==> src/rtl/clock_ctrl_pkg.sv <==
// Shared types and default timing constants for the MMCM clock supervisor.
// The timer-width helper keeps the derived counter width in one place.
package clock_ctrl_pkg;

  localparam int unsigned DEF_RST_CYCLES    = 16;
  localparam int unsigned DEF_LOCK_TIMEOUT  = 100000;
  localparam int unsigned DEF_STABLE_CYCLES = 1024;
  localparam int unsigned DEF_MAX_RETRIES   = 3;
  localparam int unsigned RETRY_W           = 2;
  localparam int unsigned RELOCK_W          = 8;

  typedef enum logic [2:0] {
    S_RST,
    S_WAIT,
    S_STABLE,
    S_RUN,
    S_FAULT
  } clk_sup_state_t;

  // Width able to hold (largest cycle parameter - 1); never narrower than 1 bit.
  function automatic int unsigned cnt_width(input int unsigned a,
                                            input int unsigned b,
                                            input int unsigned c);
    int unsigned m;
    m = a;
    if (b > m) m = b;
    if (c > m) m = c;
    if (m < 2) m = 2;
    return $clog2(m);
  endfunction

endpackage

==> src/rtl/sync_2ff.sv <==
// Generic 1-bit two-flop synchronizer with synchronous active-high reset.
module sync_2ff (
  input  logic clk,
  input  logic reset,
  input  logic d,
  output logic q
);

  logic meta;

  always_ff @(posedge clk) begin
    if (reset) begin
      meta <= 1'b0;
      q    <= 1'b0;
    end else begin
      meta <= d;
      q    <= meta;
    end
  end

endmodule

==> src/rtl/clock_supervisor.sv <==
// Sequences the MMCM reset, waits for a stable lock with bounded retries and
// holds downstream logic in reset until the clocks are trustworthy.
module clock_supervisor
  import clock_ctrl_pkg::*;
#(
  parameter int unsigned RST_CYCLES    = DEF_RST_CYCLES,
  parameter int unsigned LOCK_TIMEOUT  = DEF_LOCK_TIMEOUT,
  parameter int unsigned STABLE_CYCLES = DEF_STABLE_CYCLES,
  parameter int unsigned MAX_RETRIES   = DEF_MAX_RETRIES,
  parameter int unsigned CNT_W         = cnt_width(RST_CYCLES, LOCK_TIMEOUT, STABLE_CYCLES)
) (
  input  logic                clk_in1,
  input  logic                reset,
  input  logic                locked,
  input  logic                restart_req,
  output logic                mmcm_rst,
  output logic                rst_out,
  output logic                ready,
  output logic                fault,
  output logic [RETRY_W-1:0]  retry_count,
  output logic [RELOCK_W-1:0] relock_count
);

  localparam logic [CNT_W-1:0]   RST_LAST    = CNT_W'(RST_CYCLES - 1);
  localparam logic [CNT_W-1:0]   TO_LAST     = CNT_W'(LOCK_TIMEOUT - 1);
  localparam logic [CNT_W-1:0]   STABLE_LAST = CNT_W'(STABLE_CYCLES - 1);
  localparam logic [RETRY_W-1:0] RETRY_MAX   = RETRY_W'(MAX_RETRIES);

  clk_sup_state_t     state;
  clk_sup_state_t     state_nxt;
  logic [CNT_W-1:0]   cnt;
  logic               locked_s;
  logic               inc_retry;
  logic               clr_retry;
  logic               inc_relock;

  sync_2ff u_lock_sync (
    .clk   (clk_in1),
    .reset (reset),
    .d     (locked),
    .q     (locked_s)
  );

  // Next-state and counter side effects; outputs are decoded from the next state.
  always_comb begin
    state_nxt  = state;
    inc_retry  = 1'b0;
    clr_retry  = 1'b0;
    inc_relock = 1'b0;
    case (state)
      S_RST: begin
        if (cnt == RST_LAST) state_nxt = S_WAIT;
      end
      S_WAIT: begin
        if (locked_s) begin
          state_nxt = S_STABLE;
        end else if (cnt == TO_LAST) begin
          if (retry_count == RETRY_MAX) begin
            state_nxt = S_FAULT;
          end else begin
            state_nxt = S_RST;
            inc_retry = 1'b1;
          end
        end
      end
      S_STABLE: begin
        if (!locked_s) begin
          state_nxt = S_WAIT;
        end else if (cnt == STABLE_LAST) begin
          state_nxt = S_RUN;
          clr_retry = 1'b1;
        end
      end
      S_RUN: begin
        if (!locked_s) begin
          state_nxt  = S_RST;
          inc_relock = 1'b1;
        end else if (restart_req) begin
          state_nxt = S_RST;
        end
      end
      S_FAULT: begin
        if (restart_req) begin
          state_nxt = S_RST;
          clr_retry = 1'b1;
        end
      end
      default: state_nxt = S_RST;
    endcase
  end

  always_ff @(posedge clk_in1) begin
    if (reset) begin
      state        <= S_RST;
      cnt          <= '0;
      mmcm_rst     <= 1'b1;
      rst_out      <= 1'b1;
      ready        <= 1'b0;
      fault        <= 1'b0;
      retry_count  <= '0;
      relock_count <= '0;
    end else begin
      state    <= state_nxt;
      cnt      <= (state_nxt != state) ? '0 : cnt + CNT_W'(1);
      mmcm_rst <= (state_nxt == S_RST) || (state_nxt == S_FAULT);
      rst_out  <= (state_nxt != S_RUN);
      ready    <= (state_nxt == S_RUN);
      fault    <= (state_nxt == S_FAULT);
      if (clr_retry)      retry_count <= '0;
      else if (inc_retry) retry_count <= retry_count + RETRY_W'(1);
      // Runtime lock losses saturate rather than wrap.
      if (inc_relock && (relock_count != '1)) relock_count <= relock_count + RELOCK_W'(1);
    end
  end

endmodule

==> config.mk <==
export PLATFORM = sky130hd
export DESIGN_NAME = clock_supervisor
export DESIGN_NICKNAME = d
export VERILOG_FILES = /design/src/rtl/clock_ctrl_pkg.sv /design/src/rtl/sync_2ff.sv /design/src/rtl/clock_supervisor.sv
export SDC_FILE = /design/constraint.sdc
export NUM_CORES = 1
export LEC_CHECK = 0
export ABC_AREA = 1
export ABC_CLOCK_PERIOD_IN_PS = 5200
export CAP_MARGIN = 0
export CELL_PAD_IN_SITES_DETAIL_PLACEMENT = 0
export CELL_PAD_IN_SITES_GLOBAL_PLACEMENT = 1
export CORE_UTILIZATION = 45
export CTS_BUF_LIST = sky130_fd_sc_hd__clkbuf_4 sky130_fd_sc_hd__clkbuf_8
export DETAILED_ROUTE_END_ITERATION = 7
export GPL_TIMING_DRIVEN = 0
export PLACE_DENSITY = 0.88
export SETUP_SLACK_MARGIN = 0.2
export SLEW_MARGIN = 40
export SYNTH_ARGS = -nofsm -noshare
export SYNTH_HDL_FRONTEND = slang
export SYNTH_HIERARCHICAL = 1
export SYNTH_SLANG_ARGS = --single-unit
==> constraint.sdc <==
create_clock -name clk_in1 -period 5.2 [get_ports clk_in1]
set_input_delay 0.52 -clock clk_in1 [delete_from_list [all_inputs] [get_ports clk_in1]]
set_output_delay 0.52 -clock clk_in1 [all_outputs]
set_load 0.03 [all_outputs]
==> results of run 1 <==
==> worst paths after layout <==
path | start | to | slack [ps] | depth (start not counted)
max | cnt[0] | cnt[15] | 3270 | 9
min | u_lock_sync/meta | u_lock_sync/q | 400 | 2
max reg2reg | cnt[0] | cnt[15] | 3270 | 9
min reg2reg | u_lock_sync/meta | u_lock_sync/q | 400 | 2
==> power by group <==
group | total [mW] | internal (mW) | leakage (nW) | switching (mW)
Sequential | 0.281 | 0.279 | 0.291 | 0.00233
Combinational | 0.0150 | 0.00663 | 0.477 | 0.00835
Clock | 0.212 | 0.118 | 0.0523 | 0.0938
==> per-stage QoR <==
| step | instances | util, % | area, um^2 |
|---|---|---|---|
| 2_1_floorplan | 237 | - | 1720 |
| 3_3_place_gp | 302 | 53.3 | 1950 |
| 3_5_place_dp | 302 | 53.3 | 1950 |
| 4_1_cts | 310 | 56.0 | 2050 |
| 5_1_grt | 310 | 56.0 | 2050 |
| 6_report | 310 | 56.0 | 2050 |
==> flip-flops by register name (all words and copies together), names as in the netlist <==
register,flops
relock_count,8
state,3
ready,1
fault,1
u_lock_sync/meta,1
mmcm_rst,1
rst_out,1
u_lock_sync/q,1
retry_count,2
cnt,17
==> cells in the final DEF, fill, tap and decap left out <==
master,count
ha_1,3
a21oi_1,8
clkbuf_8,6
o21a_1,1
buf_1,1
dfxtp_1,36
clkbuf_4,2
nor4_4,1
nor2_1,55
clkdlybuf4s50_1,17
nand4_4,1
inv_2,2
a31oi_1,1
nor3_2,1
xor2_1,13
nand4_1,4
nor4_1,1
o211ai_1,1
nor3_4,1
o22ai_1,1
inv_1,32
xnor2_1,5
o21ai_0,4
buf_6,1
nor3_1,5
nand2_1,40
nand3_1,19
==> synthesized netlist by cell type <==
cell type / number
nand4_4: 1
nor3_1: 5
nand3_1: 19
o22ai_1: 1
dfxtp_1: 36
nand2_1: 40
o21ai_0: 4
nand4_1: 4
nor3_4: 1
a31oi_1: 1
nor2_1: 55
xnor2_1: 5
o21a_1: 1
o211ai_1: 1
ha_1: 3
nor4_1: 1
nor3_2: 1
inv_2: 2
nor4_4: 1
inv_1: 32
buf_1: 1
a21oi_1: 8
buf_6: 1
xor2_1: 13
==> kinds of logic (layout without fill, tap and decap cells) <==
family / count (synthesis) / count (layout) / synth area share (%)
compound gates: 16 / 16 / 5.08
xor+xnor: 18 / 18 / 9.15
fa+ha+maj: 3 / 3 / 2.18
buf+inv: 36 / 61 / 8.28
flops: 36 / 36 / 41.8
simple gates: 128 / 128 / 33.5
==> final cells by class <==
cell class | count | area [um^2] | area share (%)
well taps | 48 | 60.1 | 2.93
flip-flops and latches | 36 | 721 | 35.1
inverters | 34 | 128 | 6.22
plain buffers | 2 | 15.0 | 0.732
clock buffers | 8 | 97.6 | 4.76
repair buffers | 17 | 170 | 8.30
multi-input cells | 165 | 860 | 41.9
==> routing by layer <==
layer	global-route usage [%]	part of all wire, %
met1	23.8	52
met2	28.9	42
met3	4.46	3.1
met4	10.8	2.4
met5	0	0
==> critical path: cells and delay by family, from the launching register on <==
kind / cells / cell delay, ps
fa+ha+maj: 1 / 220
flops: 1 / 350
buf+inv: 1 / 170
simple gates: 7 / 1090
==> run summary, run 1 <==
outcome: complete, but fails checks
violated checks: DRC
clock root buffer: clkbuf_8
worst path cell trace: ha_1 -> nand3_1 -> nor3_4 -> nand3_1 -> nand3_1 -> nand2_1 -> nand4_4 -> buf_6 -> nor2_1
first-pass GRT wire length: 5890 um
worst hold path type: reg2reg
nets: 268
Port Buffers: 17
Critical Path Most Common Cell: nand3_1
DR vias: 1468
WL final: 3230 um
ranking of synthesized cells by area: dfxtp_1 42%, nor2_1 12%, nand2_1 8.7%
Clock Latency Late Sink: 290 ps
Wirelength per Cell: 10.4 um
setup tns final: 0 ps
post-route ant nets: 0
largest area contributor in the netlist: dfxtp_1
post-synthesis cell count: 237
Period minus WS final: 1930 ps
CTS tree: yes
fin. max-slew vios: 0
Starting Density: 47.1%
Seq/Total Area, Yosys: 41.8%
peak supply drop: 0.000127 V
# fillers: 372
Pwr Total: 0.508 mW
Die Width: 63.9 um
antenna violations before repair: 0
Max Cap Viol: 0
Lkg Pwr: 0.820 nW
DR iter-0 viols: 60
pre-CTS setup slack: 3030 ps
synth warn: 6
gr usage total: 18.7%
Least-Margin Pin Slew: 358 ps
hold_ws: 400 ps
First-pass DRT Iterations: 6
Clock Sinks: 36
unrepaired setup endpoints after global routing: no
HPWL Detailed: 2400 um
final hold vios: 0
critical path start-end classification: reg2reg
Post-CTS Resized: 0
row count: 22
I/O pins: 18
ant diodes: 0
vias in the first global route: 1369
Power Density: 248 nW/um^2
DIE HEIGHT: 63.9 um
setup bufs post-CTS: 0
peak fanout along the critical path: 10
Vias/cell: 4.74
CTS Buf Count: 5
hold_buf cts: 0
pin count of the biggest net entering global routing: 11
Max Clock Freq: 0.518 GHz
worst-path cell with the longest stage delay: dfxtp_1
mean area per synthesized cell: 7.27 um^2
Setup crit start kind: register
top-area cell type share of the netlist area: 41.8%
number of distinct library cells after synthesis: 24
Final setup viols: 0
CP max stage delay: 350 ps
Remaining DRCs: 1
final setup margin: 3270 ps
Core Region: 3660 um^2
syn nets: 244
Syn Std Cell Area: 1720 um^2
Crit path arrival time: 2120 ps
Tcrit/Tclk final: 37.2%
crit end category: register
synth-to-layout area growth: 19.0%
H-tree depth: 2
Clock Pin Slew Worst Setup and Hold Paths: 70 ps
GP Congestion: 0.766
Max Root-Sink Buffers: 2
share of layout cells above drive strength 1: 5.73%
die area: 4080 um^2
Layout Skew: 7.50 ps
Crit path required time: 5380 ps
total congestion overflow: 0
Max-Slew Margin vs Limit: 76.2%
flops & latches, synth: 36
No activity file was read; power rests on OpenSTA's default activity.
==> run 2, diff against run 1 <==
--- a/config.mk
+++ b/config.mk
@@ -6,15 +6,15 @@
 export NUM_CORES = 1
 export LEC_CHECK = 0
 export ABC_AREA = 1
-export ABC_CLOCK_PERIOD_IN_PS = 5200
+export ABC_CLOCK_PERIOD_IN_PS = 1720
 export CAP_MARGIN = 0
 export CELL_PAD_IN_SITES_DETAIL_PLACEMENT = 0
 export CELL_PAD_IN_SITES_GLOBAL_PLACEMENT = 1
-export CORE_UTILIZATION = 45
+export CORE_UTILIZATION = 38
 export CTS_BUF_LIST = sky130_fd_sc_hd__clkbuf_4 sky130_fd_sc_hd__clkbuf_8
 export DETAILED_ROUTE_END_ITERATION = 7
 export GPL_TIMING_DRIVEN = 0
-export PLACE_DENSITY = 0.88
+export PLACE_DENSITY = 0.79
 export SETUP_SLACK_MARGIN = 0.2
 export SLEW_MARGIN = 40
 export SYNTH_ARGS = -nofsm -noshare
==> constraint.sdc (replaced) <==
create_clock -name clk_in1 -period 1.72 [get_ports clk_in1]
set_input_delay 0.172 -clock clk_in1 [delete_from_list [all_inputs] [get_ports clk_in1]]
set_output_delay 0.172 -clock clk_in1 [all_outputs]
set_load 0.03 [all_outputs]
==> run summary, run 2 (synthesized netlist as in run 1, its figures left out) <==
Lkg Pwr: 0.983 nW
Max Clock Freq: 0.626 GHz
Tcrit/Tclk final: 92.9%
DR iter-0 viols: 65
H-tree depth: 2
share of layout cells above drive strength 1: 25.4%
row count: 24
Period minus WS final: 1600 ps
Largest register FFs: 17
post-route ant nets: 0
ant diodes: 0
hold_buf cts: 0
Die Width: 69.3 um
commonest non-fill, non-tap cell in the layout: nor2_1
Max-Slew Margin vs Limit: 71.2%
clock root buffer: clkbuf_8
vias in the first global route: 1513
Layout Skew: 9.36 ps
Max Root-Sink Buffers: 2
synth-to-layout area growth: 33.5%
outcome: completed
CTS tree: yes
crit end category: register
peak supply drop: 0.000479 V
Setup crit start kind: register
largest registers: cnt (17), relock_count (8), state (3)
HPWL Detailed: 2450 um
Crit path required time: 1940 ps
pin count of the biggest net entering global routing: 11
worst hold path type: in2reg
total congestion overflow: 0
DR vias: 1529
Final setup viols: 0
gr usage total: 16.0%
peak fanout along the critical path: 5
final hold vios: 0
Wirelength per Cell: 10.9 um
Max Cap Viol: 0
design area: 2300 um^2
CP max stage delay: 350 ps
Vias/cell: 4.72
Remaining DRCs: 0
unrepaired setup endpoints after global routing: yes
First-pass DRT Iterations: 4
most frequent cells in the layout: 45 x nor2_1, 36 x nand2_1, 29 x inv_1
Power Density: 677 nW/um^2
critical path start-end classification: reg2reg
CTS Buf Count: 5
Reg with most FFs: cnt
first-pass GRT wire length: 6310 um
Least-Margin Pin Slew: 432 ps
Port Buffers: 17
Clock Pin Slew Worst Setup and Hold Paths: 80 ps
Clock Sinks: 36
Pwr Total: 1.56 mW
pre-CTS setup slack: -100 ps
I/O pins: 18
antenna violations before repair: 0
worst path cell trace: ha_4 -> nand3_4 -> nor3_4 -> nand3_2 -> nand4_1 -> nand4_4 -> buf_6 -> nor2_1
WL final: 3520 um
Placed Area: 2000 um^2
final setup margin: 122 ps
worst-path cell with the longest stage delay: dfxtp_2
Crit path arrival time: 1820 ps
Starting Density: 39.6%
die area: 4810 um^2
Core Region: 4350 um^2
Clock Latency Late Sink: 280 ps
DIE HEIGHT: 69.3 um
nets: 278
fin. max-slew vios: 0
GP Congestion: 0.785
## run 2: changes by cell type in the layout (fill, tap and decap cells not counted), sizes merged
cell / previous run / this run
dlygate4sd2: 0 / 4
dlymetal6s2s: 0 / 3
buf: 2 / 12
clkdlybuf4s50: 17 / 10
## run 2: path summary, 6_finish.rpt
| kind | end | from | slack (ps) | depth (start not counted) |
|---|---|---|---|---|
| worst min-delay path | u_lock_sync/meta | locked | 400 | 3 |
| worst max-delay path | cnt[7] | cnt[1] | 120 | 8 |
| worst min register to register | u_lock_sync/q | u_lock_sync/meta | 410 | 2 |
| worst max register to register | cnt[7] | cnt[1] | 120 | 8 |
## run 2: critical path: cells and delay by family, from the launching register on
family,cells,cell delay (ps)
and+or+nand+nor,6,860
DFF,1,350
buffers and inverters,1,180
adders and majority gates,1,150
## run 2: layout make-up
| cell class | instances | area, um^2 |
|---|---|---|
| multi-input combinational | 165 | 981 |
| fill | 443 | 2050 |
| clock buffer | 8 | 97.6 |
| inverter | 34 | 130 |
| sequential | 36 | 747 |
| timing repair buffer | 27 | 264 |
| buffer | 2 | 15.0 |
| tap | 52 | 65.1 |
## run 2: power by group
| group | switching [mW] | internal, mW | total, mW |
|---|---|---|---|
| combinational | 0.0309 | 0.0326 | 0.0635 |
| sequential | 0.00987 | 0.838 | 0.848 |
| clock | 0.287 | 0.358 | 0.645 |
## run 2: per-stage QoR
| step | cells | utilization, % | hold WS, ps | TNS [ps] |
|---|---|---|---|---|
| 2_1_floorplan | 237 | - | 243 | 0 |
| 3_3_place_gp | 306 | 45.9 | 405 | -743 |
| 6_report | 324 | 52.8 | 403 | 0 |
| 4_1_cts | 323 | 50.7 | 392 | 0 |
| 5_1_grt | 324 | 52.8 | 435 | 0 |
| 3_5_place_dp | 306 | 45.9 | 412 | -926 |
## run 2: per-layer routing
metal | track usage, % | up-vias | part of all wire, % | wire length [um]
met1 | 20.4 | 689 | 50 | 1750
li1 | - | 814 | - | -
met5 | 0 | - | 0 | 0
met2 | 26.2 | 21 | 46 | 1620
met3 | 4.07 | 5 | 3.2 | 111
met4 | 5.44 | 0 | 1.2 | 43
## run 2: repair_timing
action                     in CTS  in global routing
buffers inserted                8                  1
hold endpoints to repair        0                  0
cloned                          1                  0
pin swaps                       4                  6
setup endpoints to repair      23                 29
resized for setup              19                 32
